<file path="config.mk">
export PLATFORM = sky130hd
export DESIGN_NAME = oled_req_arbiter
export DESIGN_NICKNAME = d
export VERILOG_FILES = /design/src/rtl/oled_req_arbiter.sv
export SDC_FILE = /design/constraint.sdc
export NUM_CORES = 1
export LEC_CHECK = 0
export BUFFER_PORTS_ARGS = -buffer_cell sky130_fd_sc_hd__buf_2
export CAP_MARGIN = 20
export CORE_UTILIZATION = 50
export CTS_CLUSTER_DIAMETER = 200
export DETAILED_ROUTE_END_ITERATION = 12
export GPL_ROUTABILITY_DRIVEN = 1
export PLACE_DENSITY = 0.8
export RECOVER_POWER = 50
export SLEW_MARGIN = 25
export SYNTH_ARGS = -nofsm -noshare
export SYNTH_HDL_FRONTEND = slang
export SYNTH_SLANG_ARGS = --single-unit
export TNS_END_PERCENT = 100
</file>
<file path="constraint.sdc">
create_clock -name clk -period 3.06 [get_ports clk]
set_input_delay 0.459 -clock clk [delete_from_list [all_inputs] [get_ports clk]]
set_output_delay 0.459 -clock clk [all_outputs]
set_load 0.005 [all_outputs]
</file>
<file path="src/rtl/oled_req_arbiter.sv">
// ---------------------------------------------------------------------------
// oled_req_arbiter
//
// Shares one OLED draw engine among NREQ requesters. After reset it runs the
// engine's register-init command, then the GRAM-clear command, and only then
// raises ready. From that point it grants the engine round-robin, one command
// at a time. Each command runs until eng_done, or until TIMEOUT_CYC cycles
// have passed, whichever comes first.
//
// Ports
//   clk, rst_n      clock; asynchronous active-low reset
//   req             per-requester request level, held until ack
//   req_cmd         4-bit command per requester (slice i at [4*i +: 4])
//   req_char        5-bit character address per requester
//   req_x           8-bit column per requester
//   req_y           3-bit page per requester
//   gnt             one-hot grant, high while that requester's command runs
//   ack             one-cycle completion pulse to the granted requester
//   ready           high once the init and clear commands have finished
//   timeout_err     sticky flag, set by any engine timeout
//   eng_en          engine enable
//   eng_cmd/char/x/y engine operands, frozen while a command runs
//   eng_done        engine completion
// ---------------------------------------------------------------------------
module oled_req_arbiter #(
   parameter int unsigned NREQ        = 4,
   parameter logic [3:0]  CMD_INIT    = 4'd1,
   parameter logic [3:0]  CMD_CLS     = 4'd2,
   parameter int unsigned TIMEOUT_CYC = 1048576
) (
   input  logic              clk,
   input  logic              rst_n,
   input  logic [NREQ-1:0]   req,
   input  logic [4*NREQ-1:0] req_cmd,
   input  logic [5*NREQ-1:0] req_char,
   input  logic [8*NREQ-1:0] req_x,
   input  logic [3*NREQ-1:0] req_y,
   output logic [NREQ-1:0]   gnt,
   output logic [NREQ-1:0]   ack,
   output logic              ready,
   output logic              timeout_err,
   output logic              eng_en,
   output logic [3:0]        eng_cmd,
   output logic [4:0]        eng_char,
   output logic [7:0]        eng_x,
   output logic [2:0]        eng_y,
   input  logic              eng_done
);

   localparam int unsigned PW = (NREQ > 1) ? $clog2(NREQ) : 1;
   localparam int unsigned CW = (TIMEOUT_CYC > 1) ? $clog2(TIMEOUT_CYC) : 1;
   localparam logic [CW-1:0] CNT_LAST = CW'(TIMEOUT_CYC - 1);

   typedef enum logic [2:0] {
      S_INIT,
      S_GAP1,
      S_CLS,
      S_GAP2,
      S_IDLE,
      S_BUSY,
      S_REL
   } state_t;

   state_t          state_q;
   logic [PW-1:0]   ptr_q;
   logic [CW-1:0]   cnt_q;
   logic [NREQ-1:0] gnt_q;
   logic [NREQ-1:0] ack_q;
   logic            ready_q;
   logic            terr_q;
   logic            en_q;
   logic [3:0]      cmd_q;
   logic [4:0]      char_q;
   logic [7:0]      x_q;
   logic [2:0]      y_q;

   // Per-requester operand views of the packed input buses.
   logic [3:0] cmd_a  [NREQ];
   logic [4:0] char_a [NREQ];
   logic [7:0] x_a    [NREQ];
   logic [2:0] y_a    [NREQ];

   for (genvar gi = 0; gi < NREQ; gi++) begin : g_slice
      assign cmd_a[gi]  = req_cmd[4*gi +: 4];
      assign char_a[gi] = req_char[5*gi +: 5];
      assign x_a[gi]    = req_x[8*gi +: 8];
      assign y_a[gi]    = req_y[3*gi +: 3];
   end

   // Round-robin pick: first set request scanning ptr+1, ptr+2, ... mod NREQ.
   // sum is one bit wider than the pointer so ptr+k never overflows before
   // the single modulo subtraction.
   logic          sel_vld;
   logic [PW-1:0] sel_idx;

   always_comb begin
      logic [PW:0] sum;
      sum     = '0;
      sel_vld = 1'b0;
      sel_idx = '0;
      for (int unsigned k = 1; k <= NREQ; k++) begin
         sum = {1'b0, ptr_q} + (PW+1)'(k);
         if (sum >= (PW+1)'(NREQ)) begin
            sum = sum - (PW+1)'(NREQ);
         end
         if (!sel_vld && req[sum[PW-1:0]]) begin
            sel_vld = 1'b1;
            sel_idx = sum[PW-1:0];
         end
      end
   end

   always_ff @(posedge clk or negedge rst_n) begin
      if (!rst_n) begin
         state_q <= S_INIT;
         ptr_q   <= PW'(NREQ - 1);
         cnt_q   <= '0;
         gnt_q   <= '0;
         ack_q   <= '0;
         ready_q <= 1'b0;
         terr_q  <= 1'b0;
         en_q    <= 1'b0;
         cmd_q   <= '0;
         char_q  <= '0;
         x_q     <= '0;
         y_q     <= '0;
      end else begin
         ack_q <= '0;
         unique case (state_q)
            S_INIT: begin
               // done has priority over a coincident timeout
               if (eng_done || cnt_q == CNT_LAST) begin
                  en_q    <= 1'b0;
                  cnt_q   <= '0;
                  state_q <= S_GAP1;
                  if (!eng_done) begin
                     terr_q <= 1'b1;
                  end
               end else begin
                  en_q  <= 1'b1;
                  cmd_q <= CMD_INIT;
                  if (en_q) begin
                     cnt_q <= cnt_q + CW'(1);
                  end
               end
            end

            // Raising en here keeps it low for exactly the one gap cycle.
            S_GAP1: begin
               en_q    <= 1'b1;
               cmd_q   <= CMD_CLS;
               cnt_q   <= '0;
               state_q <= S_CLS;
            end

            S_CLS: begin
               if (eng_done || cnt_q == CNT_LAST) begin
                  en_q    <= 1'b0;
                  cnt_q   <= '0;
                  state_q <= S_GAP2;
                  if (!eng_done) begin
                     terr_q <= 1'b1;
                  end
               end else begin
                  cnt_q <= cnt_q + CW'(1);
               end
            end

            S_GAP2: begin
               ready_q <= 1'b1;
               state_q <= S_IDLE;
            end

            S_IDLE: begin
               if (sel_vld) begin
                  gnt_q   <= NREQ'(1) << sel_idx;
                  en_q    <= 1'b1;
                  cmd_q   <= cmd_a[sel_idx];
                  char_q  <= char_a[sel_idx];
                  x_q     <= x_a[sel_idx];
                  y_q     <= y_a[sel_idx];
                  ptr_q   <= sel_idx;
                  cnt_q   <= '0;
                  state_q <= S_BUSY;
               end
            end

            S_BUSY: begin
               if (eng_done || cnt_q == CNT_LAST) begin
                  en_q    <= 1'b0;
                  gnt_q   <= '0;
                  ack_q   <= gnt_q;
                  state_q <= S_REL;
                  if (!eng_done) begin
                     terr_q <= 1'b1;
                  end
               end else begin
                  cnt_q <= cnt_q + CW'(1);
               end
            end

            S_REL: begin
               cnt_q   <= '0;
               state_q <= S_IDLE;
            end

            default: begin
               state_q <= S_INIT;
            end
         endcase
      end
   end

   assign gnt         = gnt_q;
   assign ack         = ack_q;
   assign ready       = ready_q;
   assign timeout_err = terr_q;
   assign eng_en      = en_q;
   assign eng_cmd     = cmd_q;
   assign eng_char    = char_q;
   assign eng_x       = x_q;
   assign eng_y       = y_q;

endmodule

</file>
# ---- Word level (Yosys, flattened, before mapping)
# Cells that the tools add are included.
dict set report totals {
  regBits 56
}
dict set report classes {
  n_addsub 9
  order_cmp 9
  n_eq_ne 15
  shifts 1
  muxes 55
  bitwise 2
  reduce_logical 23
}
# operator n
set ops {}
lappend ops {{$mux 20} 5}
lappend ops {{$pmux 20 s5} 1}
lappend ops {{$mux 4} 8}
lappend ops {{$add 20x1->20 const B} 1}
lappend ops {{$eq 20x20->1 const B} 1}
lappend ops {{$mux 3} 6}
lappend ops {{$pmux 3 s6} 1}
lappend ops {{$bmux 8 s2} 1}
lappend ops {{$mux 2} 8}
lappend ops {{$mux 8} 2}
lappend ops {{$ge 3x3->1 const B} 5}
lappend ops {{$lt 2x3->1 const B} 4}
lappend ops {{$ne 2x2->1 const B} 6}
lappend ops {{$pmux 4 s3} 1}
lappend ops {{$reduce_and 3->1} 4}
lappend ops {{$mux 1} 11}
lappend ops {{$bmux 5 s2} 1}
lappend ops {{$mux 5} 2}
lappend ops {{$eq 3x3->1 const B} 3}
lappend ops {{$bmux 1 s2} 4}
lappend ops {{$bmux 4 s2} 1}
lappend ops {{$pmux 4 s2} 1}
lappend ops {{$reduce_and 4->1} 2}
lappend ops {{$sub 2x1->2 const B} 4}
lappend ops {{other kinds (23)} 31}

# ---- Logic depth before layout (Yosys ltp)
dict set report depth {
  ltp_word 21
  ltp_mapped 9
}

# ---- Worst setup path before layout
# No wires, ideal clock.
dict set report synth_timing {
  kind {register to register}
  from {register cnt_q[0]}
  to {register cnt_q[4]}
  t_arrival_ps 2024
  required_ps 2940
  slack_ps 916
  path_stages_with_launch 9
  n_path_buf 1
  synth_period_minus_slack_ps 2144
  cell_sequence {dfrtp_1 -> ha_1 -> nand3_1 -> nor4_4 -> a21oi_2 -> o221a_4 -> buf_6 -> a22o_1 -> a31o_1}
}
dict set report synth_via {
  elab_chain_len 4
  elab_cells_between_ends 11
}
# item line_no
set synth_rtl {}
lappend synth_rtl {{from (decl)} 66} ;# logic [CW-1:0] cnt_q;
lappend synth_rtl {{from (signal assigned)} 143} ;# cnt_q <= cnt_q + CW'(1);
lappend synth_rtl {{from (signal assigned)} 165} ;# cnt_q <= cnt_q + CW'(1);
lappend synth_rtl {{from (signal assigned)} 198} ;# cnt_q <= cnt_q + CW'(1);
lappend synth_rtl {{$add 20x1->20 or $eq 20x20->1 (tied branches)} n/a}
lappend synth_rtl {{$mux 20 or $logic_or 1x1->1 (tied branches)} n/a}
lappend synth_rtl {{$mux 20, or another cell as far along} 132} ;# if (eng_done || cnt_q == CNT_LAST) begin
lappend synth_rtl {{$pmux 20 s5 or $reduce_and 4->1 (tied branches)} n/a}
# Parallel ways exist; a longest one is shown, timed or not. The select of a mux whose other input is x is not followed.
# A chain may end at the register's enable or synchronous reset.

# ---- Final worst setup path
dict set report layout_timing {
  from {register cnt_q[0]}
  to {register cnt_q[2]}
}
# Same word-level chain as after synthesis.

==> out/qor_table.md <==
| Metric | Value | Unit |
| --- | --- | --- |
| Outcome | finished with violations | - |
| Violations in the final reports | design-rule violations | - |
| # H-tree levels | 2 | - |
| Data arrival at the endpoint of the critical path | 2.78 | ns |
| Worst min-delay path class | in2async | - |
| Highest layer used for signal routing | met4 | - |
| Final critical-path share of the clock period | 82.5 | % |
| Type of element launching the critical path | flip-flop | - |
| Hold Fails Final Rpt | 0 | - |
| Vert. Die Dim | 84.1 | um |
| CTS clk-pin slew, worst paths | 0.10 | ns |
| DR vias/cell | 5.62 | - |
| Sequential-to-total area share from yosys stat | 41.6 | % |
| Top FF cell, synth | sky130_fd_sc_hd__dfrtp_1 | - |
| Global-route wire length before repair | 14.3 | mm |
| Setup TNS | 0 | ns |
| Average routed wire per standard cell | 13.9 | um |
| Detailed router's first-iteration violation count | 158 | - |
| Tightest Pin Transition | 1.43 | ns |
| Element type at the critical path end | flip-flop | - |
| Drc violations | 6 | - |
| ANT nets after route | 0 | - |
| Leak pwr | 2.07 | nW |
| Layout area overhead | 21.7 | % |
| Pwr dens | 791 | mW/mm2 |
| Worst Hold Margin | 0.453 | ns |
| Final clock skew | 0.00980 | ns |
| Synthesized area per cell | 8.03 | um2 |
| Number of violations of the max-capacitance limit | 0 | - |
| GRT Util Overall | 25.0 | % |
| Wire length after detailed routing | 8.40 | mm |
| CTS-repair resized insts | 0 | - |
| Number of max-slew violations in the final report | 0 | - |
| Worst path required time | 3.31 | ns |
| Insertion delay of the later-clocked pin in the worst-skew pair | 0.32 | ns |
| Number of inserted filler cells in the final layout | 560 | - |
| Unrepaired setup endpoints after global routing | no | - |
| Via Count | 3,393 | - |
| Count of flip-flops with a built-in enable after synthesis | 0 | - |
| Number of setup buffers added after CTS | 0 | - |
| Yosys synthesis warning count | 0 | - |
| Final nets | 614 | - |
| Timing-limited maximum frequency | 396 | MHz |
| Leading area contributor after synthesis | sky130_fd_sc_hd__dfrtp_1 | - |
| Core region area | 0.00642 | mm2 |
| Synth area leaders | sky130_fd_sc_hd__dfrtp_1 (40%), sky130_fd_sc_hd__nand2_1 (13%), sky130_fd_sc_hd__o21ai_0 (6.7%) | - |
| Crit path kind | reg2reg | - |
| Synthesized cell area | 0.00337 | mm2 |
| Number of antenna violations at the first check in global routing | 0 | - |
| Detailed placement HPWL | 6.29 | mm |
| Synthesized net count | 508 | - |
| Initial Util | 52.5 | % |
| Largest fanout on the critical path | 14 | - |
| First-pass iteration count of the detailed router | 9 | - |
| Std-Cell Rows | 29 | - |
| Minimum period implied by the final worst setup slack | 2.52 | ns |
| Die Width | 84.1 | um |
| Die area | 0.00707 | mm2 |
| Met1 Routed Length | 3.55 | mm |
| # setup viols final | 0 | - |
| Number of cells produced by synthesis | 420 | - |
| Fraction of registers with async set or reset after synthesis | 100 | % |
| Top-Level Pins | 118 | - |
| Root cell of the clock tree | sky130_fd_sc_hd__clkbuf_8 | - |
| Number of global-route vias before repair | 3,139 | - |
| Sink Count | 56 | - |
| Total power draw | 0.00324 | W |
| Maximum number of pins on one net before global-route repair | 44 | - |
| Fraction of final layout cells sized beyond drive strength 1 | 25.8 | % |
| Slack of the worst reg-to-reg path | 0.54 | ns |
| Total of flip-flops plus latches after synthesis | 56 | - |
| Routability-driven placement congestion ratio | 0.887 | - |
| Worst-case reg-to-reg path depth | 7 | - |
| Slew Limit Headroom | 4.60 | % |
| Post-synth cell types | 56 | - |
| Routed wl met2 | 4.14 | mm |
| Clock Tree Buf Depth | 2 | - |
| ANT cells | 0 | - |
| Grt ovf | 0 | - |
| Synth top area share | 40.1 | % |
| Cts bufs inserted | 5 | - |
| Clock tree from TritonCTS | done | - |
| # port buffers | 117 | - |
| Peak supply drop | 0.371 | mV |
| Hold buffer count at CTS | 0 | - |
| Met3 routed WL | 513 | um |
logic make-up after synthesis:
family                   synth area share (%)
multiplexers                             2.19
adder cells (fa/ha/maj)                 0.371
AND/OR/NAND/NOR                          28.0
XOR/XNOR                                0.520
flip-flops                               41.6
buffers and inverters                    4.01
AO/OA/AOI/OAI                            23.3
flip-flops by register name (all words and copies together), names as in the netlist:
name	count
cnt_q	20
eng_x	8
eng_char	5
ack	4
eng_cmd	4
gnt	4
eng_y	3
state_q	3
ptr_q	2
eng_en	1
ready	1
timeout_err	1
synthesized netlist by cell type, drive strengths merged, types with 4 or more instances:
library cell,count
a211oi,4
a21o,14
a21oi,6
a221o,4
a22o,12
and2,7
buf,9
clkbuf,16
dfrtp,54
inv,7
mux2i,4
nand2,119
nand2b,5
nand3,31
nor2,22
nor3,5
o21ai,47
area by class of cell:
class                   count  area [um2]  share of cell area [%]
repair buffers            124         623                    15.2
flip-flops and latches     56        1400                    34.2
clock buffers               7        86.3                    2.10
well taps                  77        96.3                    2.35
inverters                   7        26.3                   0.641
clock inverters             1        7.51                   0.183
multi-input cells         332        1860                    45.3
cells in the final DEF, fill, tap and decap left out, types with 5 or more instances in the layout:
master,instances
sky130_fd_sc_hd__buf_2,107
sky130_fd_sc_hd__and2_1,6
sky130_fd_sc_hd__clkbuf_1,11
sky130_fd_sc_hd__inv_1,7
sky130_fd_sc_hd__buf_4,6
sky130_fd_sc_hd__nor3_1,5
sky130_fd_sc_hd__dfrtp_1,54
sky130_fd_sc_hd__nor2_1,21
sky130_fd_sc_hd__a22o_1,12
sky130_fd_sc_hd__clkbuf_8,6
sky130_fd_sc_hd__nand3_1,30
sky130_fd_sc_hd__o21ai_0,45
sky130_fd_sc_hd__a21o_1,14
sky130_fd_sc_hd__nand2b_1,5
sky130_fd_sc_hd__nand2_1,119
metal layers:
| layer | GRT usage (%) | up-vias |
|---|---|---|
| met3 | 5.34 | 16 |
| met4 | 7.37 | 0 |
| met1 | 30.8 | 1569 |
| met5 | 0 | - |
| li1 | - | 1684 |
| met2 | 43.9 | 124 |
worst max-delay path: stages (launching register included):
cell	delay [ns]
sky130_fd_sc_hd__dfrtp_1	0.43
sky130_fd_sc_hd__ha_1	0.22
sky130_fd_sc_hd__nand3_1	0.23
sky130_fd_sc_hd__nor4_4	0.38
sky130_fd_sc_hd__and2_1	0.19
sky130_fd_sc_hd__o21ai_1	0.21
sky130_fd_sc_hd__nor2_2	0.55
sky130_fd_sc_hd__a22o_1	0.25
through the flow:
| step | instance area [um2] | std cells | utilization, % | setup slack [ns] |
|---|---|---|---|---|
| after CTS | 4120 | 604 | 64.1 | 0.540 |
| after detailed placement | 4020 | 596 | 62.6 | 0.534 |
| final | 4100 | 604 | 63.9 | 0.537 |
| after global placement | 4020 | 596 | 62.6 | 0.629 |
| after floorplan | 3370 | 420 | - | 0.916 |
| after global routing | 4100 | 604 | 63.9 | 0.298 |
power by group:
| group | switching (W) | leakage (nW) | internal (W) | total (W) |
|---|---|---|---|---|
| Clock | 0.000244 | 0.0445 | 0.000185 | 0.000429 |
| Sequential | 0.000204 | 0.723 | 0.000961 | 0.00117 |
| Combinational | 0.000970 | 1.30 | 0.000680 | 0.00165 |
| Total | 0.00142 | 2.07 | 0.00183 | 0.00324 |
final timing paths:
check | startpoint | endpoint
min in group clk | timeout_err | timeout_err
min | rst_n | cnt_q[14]
max reg2reg | cnt_q[0] | cnt_q[2]
max in group asynchronous | rst_n | eng_x[7]
max | cnt_q[0] | cnt_q[2]
min reg2reg | timeout_err | timeout_err
Power figures use the tool's default switching activity.
